`config.mk`:
```
export PLATFORM = sky130hd
export DESIGN_NAME = datapath_sequencer
export DESIGN_NICKNAME = d
export VERILOG_FILES = /design/src/rtl/dp_seq_pkg.sv /design/src/rtl/dp_seq_watchdog.sv /design/src/rtl/datapath_sequencer.sv
export SDC_FILE = /design/constraint.sdc
export NUM_CORES = 1
export LEC_CHECK = 0
export CAP_MARGIN = 20
export CORE_MARGIN = 5
export CORE_UTILIZATION = 44
export CTS_CLUSTER_DIAMETER = 30
export DETAILED_ROUTE_END_ITERATION = 8
export PLACE_DENSITY = 0.72
export SYNTH_ARGS = -nofsm -noshare
export SYNTH_HDL_FRONTEND = slang
export SYNTH_SLANG_ARGS = --single-unit
```
`constraint.sdc`:
```
create_clock -name clk -period 3.05 [get_ports clk]
set_clock_uncertainty 0.1 [all_clocks]
set_input_delay 0.915 -clock clk [delete_from_list [all_inputs] [get_ports clk]]
set_output_delay 0.915 -clock clk [all_outputs]
set_load 0.1 [all_outputs]
```
`src/rtl/dp_seq_pkg.sv`:
```
// Shared types and constants for the layer-level datapath sequencer.
package dp_seq_pkg;

    typedef enum logic [2:0] {
        ST_IDLE,
        ST_CONFIG,
        ST_SHIFT,
        ST_COMPUTE,
        ST_NEXT,
        ST_DONE,
        ST_ERR
    } state_e;

    localparam logic [7:0] COM_CONV   = 8'h01;
    localparam logic [7:0] COM_DWCONV = 8'h02;
    localparam logic [7:0] COM_PWCONV = 8'h04;

    function automatic logic com_type_legal(input logic [7:0] t);
        return (t == COM_CONV) || (t == COM_DWCONV) || (t == COM_PWCONV);
    endfunction

endpackage

```
`src/rtl/dp_seq_watchdog.sv`:
```
// Clear/enable cycle counter; timeout is high once TIMEOUT-1 counted cycles have elapsed.
module dp_seq_watchdog #(
    parameter int TIMEOUT = 4096
) (
    input  logic clk,
    input  logic rst_n,
    input  logic clr,
    input  logic en,
    output logic timeout
);

    localparam int CW = (TIMEOUT > 2) ? $clog2(TIMEOUT) : 1;

    logic [CW-1:0] cnt;

    assign timeout = (cnt == CW'(TIMEOUT - 1));

    // Holds at the terminal value so the flag stays asserted until cleared.
    always_ff @(posedge clk or negedge rst_n) begin
        if (!rst_n)
            cnt <= '0;
        else if (clr)
            cnt <= '0;
        else if (en && !timeout)
            cnt <= cnt + CW'(1);
    end

endmodule

```
`src/rtl/datapath_sequencer.sv`:
```
// Layer controller: accepts one instruction, then per tile issues config, runs the
// vertical shift and waits for compute completion, with a watchdog on both waits.
module datapath_sequencer
    import dp_seq_pkg::*;
#(
    parameter int TILE_W  = 16,
    parameter int TIMEOUT = 4096
) (
    input  logic              clk,
    input  logic              rst_n,
    input  logic              instr_valid,
    output logic              instr_ready,
    input  logic [7:0]        instr_com_type,
    input  logic [3:0]        instr_kernel_size,
    input  logic              instr_kn_size_mode,
    input  logic              instr_shift_mod,
    input  logic [TILE_W-1:0] instr_tile_num,
    output logic              config_enable,
    output logic [7:0]        com_type,
    output logic [3:0]        kernel_size,
    output logic              kn_size_mode,
    output logic              vertical_shift_mod,
    output logic              virtical_reg_shift,
    output logic              virreg_input_sel,
    input  logic              shift_done_from_virreg,
    input  logic              compute_done,
    output logic              busy,
    output logic [TILE_W-1:0] tile_idx,
    output logic              layer_done,
    output logic              error
);

    state_e            state, state_nxt;
    logic [TILE_W-1:0] tile_num;
    logic              last_tile;
    logic              wd_clr, wd_en, wd_timeout;
    logic              accept;

    assign accept    = (state == ST_IDLE) && instr_valid;
    assign last_tile = (tile_idx == tile_num - TILE_W'(1));

    always_ff @(posedge clk or negedge rst_n) begin
        if (!rst_n)
            state <= ST_IDLE;
        else
            state <= state_nxt;
    end

    always_comb begin
        state_nxt = state;
        wd_en     = (state == ST_SHIFT) || (state == ST_COMPUTE);
        case (state)
            ST_IDLE: begin
                if (instr_valid) begin
                    if (!com_type_legal(instr_com_type))
                        state_nxt = ST_ERR;
                    else if (instr_tile_num == '0)
                        state_nxt = ST_DONE;
                    else
                        state_nxt = ST_CONFIG;
                end
            end
            ST_CONFIG: state_nxt = ST_SHIFT;
            // The done input is tested first so it wins over a same-cycle timeout.
            ST_SHIFT: begin
                if (shift_done_from_virreg)
                    state_nxt = ST_COMPUTE;
                else if (wd_timeout)
                    state_nxt = ST_ERR;
            end
            ST_COMPUTE: begin
                if (compute_done)
                    state_nxt = last_tile ? ST_DONE : ST_NEXT;
                else if (wd_timeout)
                    state_nxt = ST_ERR;
            end
            ST_NEXT:  state_nxt = ST_CONFIG;
            ST_DONE:  state_nxt = ST_IDLE;
            ST_ERR:   state_nxt = ST_IDLE;
            default:  state_nxt = ST_IDLE;
        endcase
        wd_clr = (state_nxt != state);
    end

    dp_seq_watchdog #(.TIMEOUT(TIMEOUT)) u_watchdog (
        .clk     (clk),
        .rst_n   (rst_n),
        .clr     (wd_clr),
        .en      (wd_en),
        .timeout (wd_timeout)
    );

    // Strobes are registered from the next state so they line up with the state they describe.
    always_ff @(posedge clk or negedge rst_n) begin
        if (!rst_n) begin
            instr_ready        <= 1'b1;
            busy               <= 1'b0;
            config_enable      <= 1'b0;
            virtical_reg_shift <= 1'b0;
            layer_done         <= 1'b0;
            error              <= 1'b0;
            com_type           <= '0;
            kernel_size        <= '0;
            kn_size_mode       <= 1'b0;
            vertical_shift_mod <= 1'b0;
            virreg_input_sel   <= 1'b0;
            tile_idx           <= '0;
            tile_num           <= '0;
        end else begin
            instr_ready        <= (state_nxt == ST_IDLE);
            busy               <= (state_nxt != ST_IDLE);
            config_enable      <= (state_nxt == ST_CONFIG);
            virtical_reg_shift <= (state_nxt == ST_SHIFT);
            layer_done         <= (state_nxt == ST_DONE);
            if (accept) begin
                com_type           <= instr_com_type;
                kernel_size        <= instr_kernel_size;
                kn_size_mode       <= instr_kn_size_mode;
                vertical_shift_mod <= instr_shift_mod;
                tile_num           <= instr_tile_num;
                tile_idx           <= '0;
                virreg_input_sel   <= 1'b0;
                error              <= 1'b0;
            end
            if (state_nxt == ST_ERR)
                error <= 1'b1;
            if (state_nxt == ST_NEXT) begin
                tile_idx         <= tile_idx + TILE_W'(1);
                virreg_input_sel <= ~virreg_input_sel;
            end
        end
    end

endmodule

```
==> flow_summary_export.csv <==
group,metric,value,unit
status,run_status,"complete, but fails checks",
status,violations_in_the_final_reports,"setup timing",
logic_synthesis,syn_avg_cell_area,8.92,µm²
floorplanning,dieHeight,103,µm
placed_design,number_of_input_and_output_port_buffers_inserted,71,
floorplanning,core,8590,µm²
finish,mostFrequentLayoutCell,"sky130_fd_sc_hd__nand2_1",
sta,worst_slew_pin_slew,573,ps
floorplanning,effective_utilization_at_floorplan,0.446,
sta,post-route-period-util,1.01,
worst_hold_path,timing.hold.worst.start,"kernel_size[2]$_DFFE_PN0P_",
routing,wl_per_cell,15.7,µm
finish,synthToLayoutAreaGrowth,38.2,%
setup_path,worstSetupEndpointType,"register",
floorplanning,die_outline_area,10700,µm²
clock_tree,cts.clk_slew.worst_paths,80,ps
sta,rsz0062_at_grt,"true",
placed_design,dpl.cell_count,621,
sta,maxClockFrequency,326,MHz
pwr,cellLeakagePower,2.41,nW
placed_design,dp_hpwl,7100,µm
setup_path,timing.setup.critical_path_class,"register to register",
setup_path,worstSetupStartpointType,"register",
logic_synthesis,synthesis.nets,468,
logic_synthesis,synth_largest_type_area_fraction,0.437,
finish,antenna_cells_inserted,0,
logic_synthesis,ys_types,59,
clock_tree,tritoncts_clock_tree,"yes",
sta,final.setup.worst_slack,-19.7,ps
placed_design,gp_congestion,0.831,
finish,fin_cells,649,
floorplanning,pin_count,72,
clock_tree,clock-sinks,68,
setup_path,worstPathRequired,3180,ps
clock_tree,cts-hold-fix-buffers,0,
logic_synthesis,yosysWarningCount,0,
sta,max-slew-margin-rel,0.617,
floorplanning,die_w,103,µm
routing,route.detailed.drc,0,
grt,grt_antenna_before_repair,0,
logic_synthesis,post-synth-top-area-cell,"sky130_fd_sc_hd__dfrtp_1",
logic_synthesis,synth_instances,430,
clock_tree,clk_root_buffer_cell,"sky130_fd_sc_hd__clkbuf_8",
setup_path,cp_cell_sequence,"or4_4 > buf_4 > or4_4 > a221oi_2 > and4bb_4 > buf_6 > nor4_2 > a221o_1",
routing,final_antenna_net_count,0,
routing,drt_wl_total,10200,µm
finish,num-nets-final,574,
routing,drt-vias-per-instance,5.44,
setup_path,r2r_start,"tile_num[2]$_DFFE_PN0P_",
setup_path,cp_common_cell,"sky130_fd_sc_hd__or4_4",
sta,setup_tns_final,-19.7,ps
clock_tree,tritoncts.num_buffers,9,
pwr,power.ir.vdd_worst,0.000768,V
logic_synthesis,synth-seq-cells,68,
finish,commonest_cells_after_routing_fill_and_taps_aside,"sky130_fd_sc_hd__nand2_1 (102), sky130_fd_sc_hd__buf_4 (80), sky130_fd_sc_hd__dfrtp_1 (64)",
logic_synthesis,syn-cell-area,3840,µm²
grt,grt_start_max_net_pins,51,
setup_path,critical_path.max_fanout,7,
routing,length_of_the_first_detailed_routing_pass_in_iterations,4,
routing,dr_total_vias,3529,
grt,globalRouteTotalUtil,0.194,
clock_tree,clock_insertion_delay_worst_skew,350,ps
logic_synthesis,synthTopCellsByArea,"sky130_fd_sc_hd__dfrtp_1 (44%), sky130_fd_sc_hd__nand2_1 (10%), sky130_fd_sc_hd__xor2_1 (4.8%)",
grt,globalRouteOverflowTotal,0,
sta,period_minus_slack,3070,ps
sta,hold_violations,0,
finish,post_route_cells_drive_above_1_share,0.270,
setup_path,timing.critical_path.slowest_cell_delay,620,ps
clock_tree,cts_max_path_buffers,2,
setup_path,crit_path_start,"tile_num[2]$_DFFE_PN0P_",
sta,timing.final.max_slew_violations,0,
routing,detailedRoute.firstIterationViolations,155,
clock_tree,maximum_level_of_the_cts_h_tree,3,
placed_design,placement.setup.worst_slack,-521,ps
logic_synthesis,ys_dominant_reg_cell,"sky130_fd_sc_hd__dfrtp_1",
sta,timing.final.setup_violations,1,
logic_synthesis,synth-edff-count,0,
grt,first_pass_grt_wire_length,16300,µm
sta,hold-worst-slack,379,ps
pwr,cellPowerDensity,1040,nW/µm²
floorplanning,num_rows,34,
job,drv.max_cap_violation_count,0,
worst_hold_path,hold_class,"register to register",
setup_path,crit_arrival,3200,ps
finish,final_area,5300,µm²
logic_synthesis,fraction_of_the_yosys_area_taken_by_sequential_cells,0.444,
placed_design,post_place_instance_area,4820,µm²
setup_path,slowest_library_cell_on_the_worst_path,"sky130_fd_sc_hd__or4_4",
setup_path,rrSetupSlack,-20,ps
grt,grt_pass1_vias,3470,
logic_synthesis,synth-async-reset-ratio,1.00,
[cell type report]
| type | instances | area (µm²) |
|---|---|---|
| fillers | 756 | 3290 |
| multi-input cells | 328 | 2160 |
| flip-flops and latches | 68 | 1710 |
| repair buffers | 120 | 1040 |
| clock buffers | 11 | 141 |
| well taps | 108 | 135 |
| clock inverters | 5 | 85.1 |
| inverters | 9 | 33.8 |
[worst paths after layout]
check                                                to  depth (start not counted)
max                             tile_idx[5]$_DFFE_PN0P_                          8
min                          kernel_size[2]$_DFFE_PN0P_                          2
max reg2reg                     tile_idx[5]$_DFFE_PN0P_                          8
min reg2reg                  kernel_size[2]$_DFFE_PN0P_                          2
max in group asynchronous         instr_ready$_DFF_PN1_                          2
min in group asynchronous  virreg_input_sel$_DFFE_PN0P_                          1
[cell families after synthesis]
group           after synthesis  share of synthesized area
simple gates                232                      0.307
flops                        68                      0.444
compound gates               46                     0.0897
buf+inv                      37                     0.0457
xor+xnor                     35                     0.0799
mux                           9                     0.0241
fa+ha+maj                     3                    0.00979
[where the power goes]
part	internal, mW	switching [mW]	total (mW)
combinational	1.15	2.14	3.28
clock	0.486	0.360	0.846
sequential	1.17	0.237	1.41
[state kept, by name, indices dropped and copies added, names as in the netlist]
register            count
kernel_size             4
tile_num               16
virreg_input_sel        1
instr_ready             1
com_type                8
busy                    1
u_watchdog.cnt         12
config_enable           1
vertical_shift_mod      1
tile_idx               16
virtical_reg_shift      1
kn_size_mode            1
layer_done              1
error                   1
state                   3
[per-layer routing]
metal  routed length [µm]  global-route usage  vias to the layer above
li1                     -                   -                     1713
met1                 4390               0.258                     1703
met2                 4970               0.312                      102
met3                  670              0.0443                       11
met4                  129              0.0637                        0
met5                    0                   0                        -
[metrics by stage]
stage | utilization | power (mW)
2_1_floorplan | - | 3.58
3_3_place_gp | 0.561 | 4.31
3_5_place_dp | 0.561 | 4.38
4_1_cts | 0.598 | 5.34
5_1_grt | 0.617 | 5.84
6_report | 0.617 | 5.54
[worst max-delay path, delay by kind of cell (launching register included)]
kind | cells | cell delay, ps
simple gates | 4 | 1560
compound gates | 2 | 600
flops | 1 | 380
buf+inv | 2 | 310
[cell usage after synthesis, types with 5 or more instances]
library cell / count
sky130_fd_sc_hd__nand2_1: 102
sky130_fd_sc_hd__nor4_1: 12
sky130_fd_sc_hd__xnor2_1: 14
sky130_fd_sc_hd__xor2_1: 21
sky130_fd_sc_hd__a221o_1: 9
sky130_fd_sc_hd__nor2_1: 28
sky130_fd_sc_hd__inv_1: 9
sky130_fd_sc_hd__o21ai_0: 12
sky130_fd_sc_hd__nand4_1: 5
sky130_fd_sc_hd__nor3_1: 14
sky130_fd_sc_hd__nand3_1: 16
sky130_fd_sc_hd__and3_1: 10
sky130_fd_sc_hd__mux2i_1: 7
sky130_fd_sc_hd__nor2b_1: 5
sky130_fd_sc_hd__dfrtp_1: 67
sky130_fd_sc_hd__nand3b_1: 5
sky130_fd_sc_hd__clkbuf_1: 20
[timing repair]
action / 4_1_cts / 5_1_grt
resized for setup: 11 / 21
pin swaps: 4 / 11
cloned: 1 / 3
buffers inserted: 2 / 6
setup endpoints to repair: 22 / 28
Note: power is estimated with default switching activity, not from simulation.
==> RTL edit: new RTL, same settings <==
Register the output `error` once more, without a reset; this adds one clock of latency there. The other outputs are not delayed to match.
--- a/src/rtl/datapath_sequencer.sv
+++ b/src/rtl/datapath_sequencer.sv
@@ -29,6 +29,8 @@
     output logic              layer_done,
     output logic              error
 );
+
+    logic error_s0;
 
     state_e            state, state_nxt;
     logic [TILE_W-1:0] tile_num;
@@ -98,7 +100,7 @@
             config_enable      <= 1'b0;
             virtical_reg_shift <= 1'b0;
             layer_done         <= 1'b0;
-            error              <= 1'b0;
+            error_s0           <= 1'b0;
             com_type           <= '0;
             kernel_size        <= '0;
             kn_size_mode       <= 1'b0;
@@ -120,10 +122,10 @@
                 tile_num           <= instr_tile_num;
                 tile_idx           <= '0;
                 virreg_input_sel   <= 1'b0;
-                error              <= 1'b0;
+                error_s0           <= 1'b0;
             end
             if (state_nxt == ST_ERR)
-                error <= 1'b1;
+                error_s0 <= 1'b1;
             if (state_nxt == ST_NEXT) begin
                 tile_idx         <= tile_idx + TILE_W'(1);
                 virreg_input_sel <= ~virreg_input_sel;
@@ -131,5 +133,9 @@
         end
     end
 
+    always_ff @(posedge clk) begin
+        error <= error_s0;
+    end
+
 endmodule
 
Behaviour: not the same (a bounded check fails within 4 cycles, from zero or initial values and one cycle with rst_n low).
==> RTL edit against the original RTL <==
  * Power down 4.9%
  * Critical path depth up 3
  * Design area down 2.4%
  * Non-clock buffer count down 9
  * Sequential cell count up 1
  * Core utilization down 1.8 points
  * Maximum frequency up 1.1%
  * Largest cell class unchanged
  * Routed wire length down 6.7%
  * Synthesized area up 0.52%
  * Worst setup slack better by 33 ps
  * Global-route usage down 1.5 points
==> RTL edit: results (changes against the original RTL) <==
VDD IR max: 707 uV (was 768 uV)
Cells after DPL: 618 (was 621)
Ranking of synthesized cells by area: dfrtp_1 (43%), nand2_1 (9.9%), xor2_1 (4.8%), xnor2_1 (3.2%), nor2_1 (2.7%) (was dfrtp_1 (44%), nand2_1 (10%), xor2_1 (4.8%), xnor2_1 (3.2%), nor2_1 (2.7%))
Post CTS Setup Buffer Count: 1 (was 2)
Estimated wirelength of the detail-placed design: 6880 um (was 7100 um)
Drt wl/cell: 14.8 um (was 15.7 um)
P_int: 2.64 mW (was 2.81 mW)
Pleak: 2.36 nW (was 2.41 nW)
Met3 Use GR: 0.0597 (was 0.0443)
Setup Slack @ Placement: -509 ps (was -521 ps)
Hold_sp: error_s0 (was kernel_size[2])
WL final: 9480 um (was 10200 um)
Met2 GRT Util: 0.281 (was 0.312)
Hold EP: error (was kernel_size[2])
Hold Crit Class: flip-flop to flip-flop (unchanged)
Layout cell share with drive strength beyond 1: 0.248 (was 0.270)
Detailed Routing Iterations Pass 1: 4 (unchanged)
Final nets: 565 (was 574)
Num CTS Buffers: 9 (unchanged)
Reg2reg setup slack: 10 ps (was -20 ps)
Net Count, Synth: 469 (was 468)
Final setup viols: 0 (was 1)
GP Congestion: 0.807 (was 0.831)
Met1 Use GR: 0.231 (was 0.258)
Hold Path Depth: 0 (was 2)
Synthesized instance count: 431 (was 430)
Placed cell area: 4810 um2 (was 4820 um2)
Hold slack: 280 ps (was 379 ps)
Flop pwr share: 0.272 (was 0.255)
First-pass GRT wire length: 16200 um (was 16300 um)
Status: finished, final reports clean (was finished with violations)
Routed vias/inst: 5.43 (was 5.44)
P_clk: 0.772 mW (was 0.846 mW)
FILL cells: 766 (was 756)
R2r endpoint: tile_idx[4] (was tile_idx[5])
Worst Tran Pin Value: 596 ps (was 573 ps)
Ys async rst share: 0.986 (was 1.00)
Reg2reg path depth: 11 (was 8)
GRT Resource Usage Total: 0.179 (was 0.194)
Seq/Total Area, Yosys: 0.447 (was 0.444)
PortBufs: 71 (unchanged)
Vias in the first global route: 3448 (was 3470)
Synth cell types: 60 (was 59)
[RTL edit: critical path: stages, from the launching register on]
cell and delay, ps:
dfrtp_1 420, inv_2 100, ha_4 140, buf_6 110, or4bb_4 470, a2111oi_4 320, nand4_1 190, a2111oi_4 260
and4bb_4 370, buf_4 150, nor4_1 40, a221o_1 260
[RTL edit: cell type report]
type                       count  area, um2  share of cell area
multi-input combinational    327       2120               0.409
sequential                    69       1730               0.334
timing repair buffer         111        948               0.183
clock buffer                  11        151              0.0293
tap                          108        135              0.0261
clock inverter                 5       57.6              0.0111
inverter                       9       33.8             0.00653
[RTL edit: cells by family after synthesis]
kind of cell	after synthesis	share of synthesized area
mux	9	0.0240
flops	69	0.447
simple gates	232	0.305
fa+ha+maj	3	0.00973
compound gates	46	0.0892
xor+xnor	35	0.0795
buf+inv	37	0.0454
[RTL edit: layer usage]
| metal | routed length (um) | up-vias |
|---|---|---|
| li1 | - | 1698 |
| met1 | 4330 | 1687 |
| met2 | 4450 | 78 |
| met3 | 555 | 13 |
| met4 | 141 | 0 |
| met5 | 0 | - |
[RTL edit: how the worst max path moves through the flow]
stage | start | to | slack (ps) | cells past startpoint
after floorplan | tile_idx[2] | tile_idx[11] | -20 | 10
after global placement | instr_com_type[3] | u_watchdog.cnt[10] | -450 | 7
after detailed placement | instr_com_type[3] | u_watchdog.cnt[8] | -510 | 7
after CTS | compute_done | tile_idx[11] | 0.8 | 9
after global routing | tile_num[0] | tile_idx[2] | -140 | 11
final | tile_num[1] | tile_idx[4] | 10 | 11
[RTL edit: metrics by stage]
step / power (mW) / util
after floorplan: 3.60 / -
after global placement: 4.29 / 0.557
after detailed placement: 4.36 / 0.557
after CTS: 5.17 / 0.583
after global routing: 5.60 / 0.599
final: 5.27 / 0.599
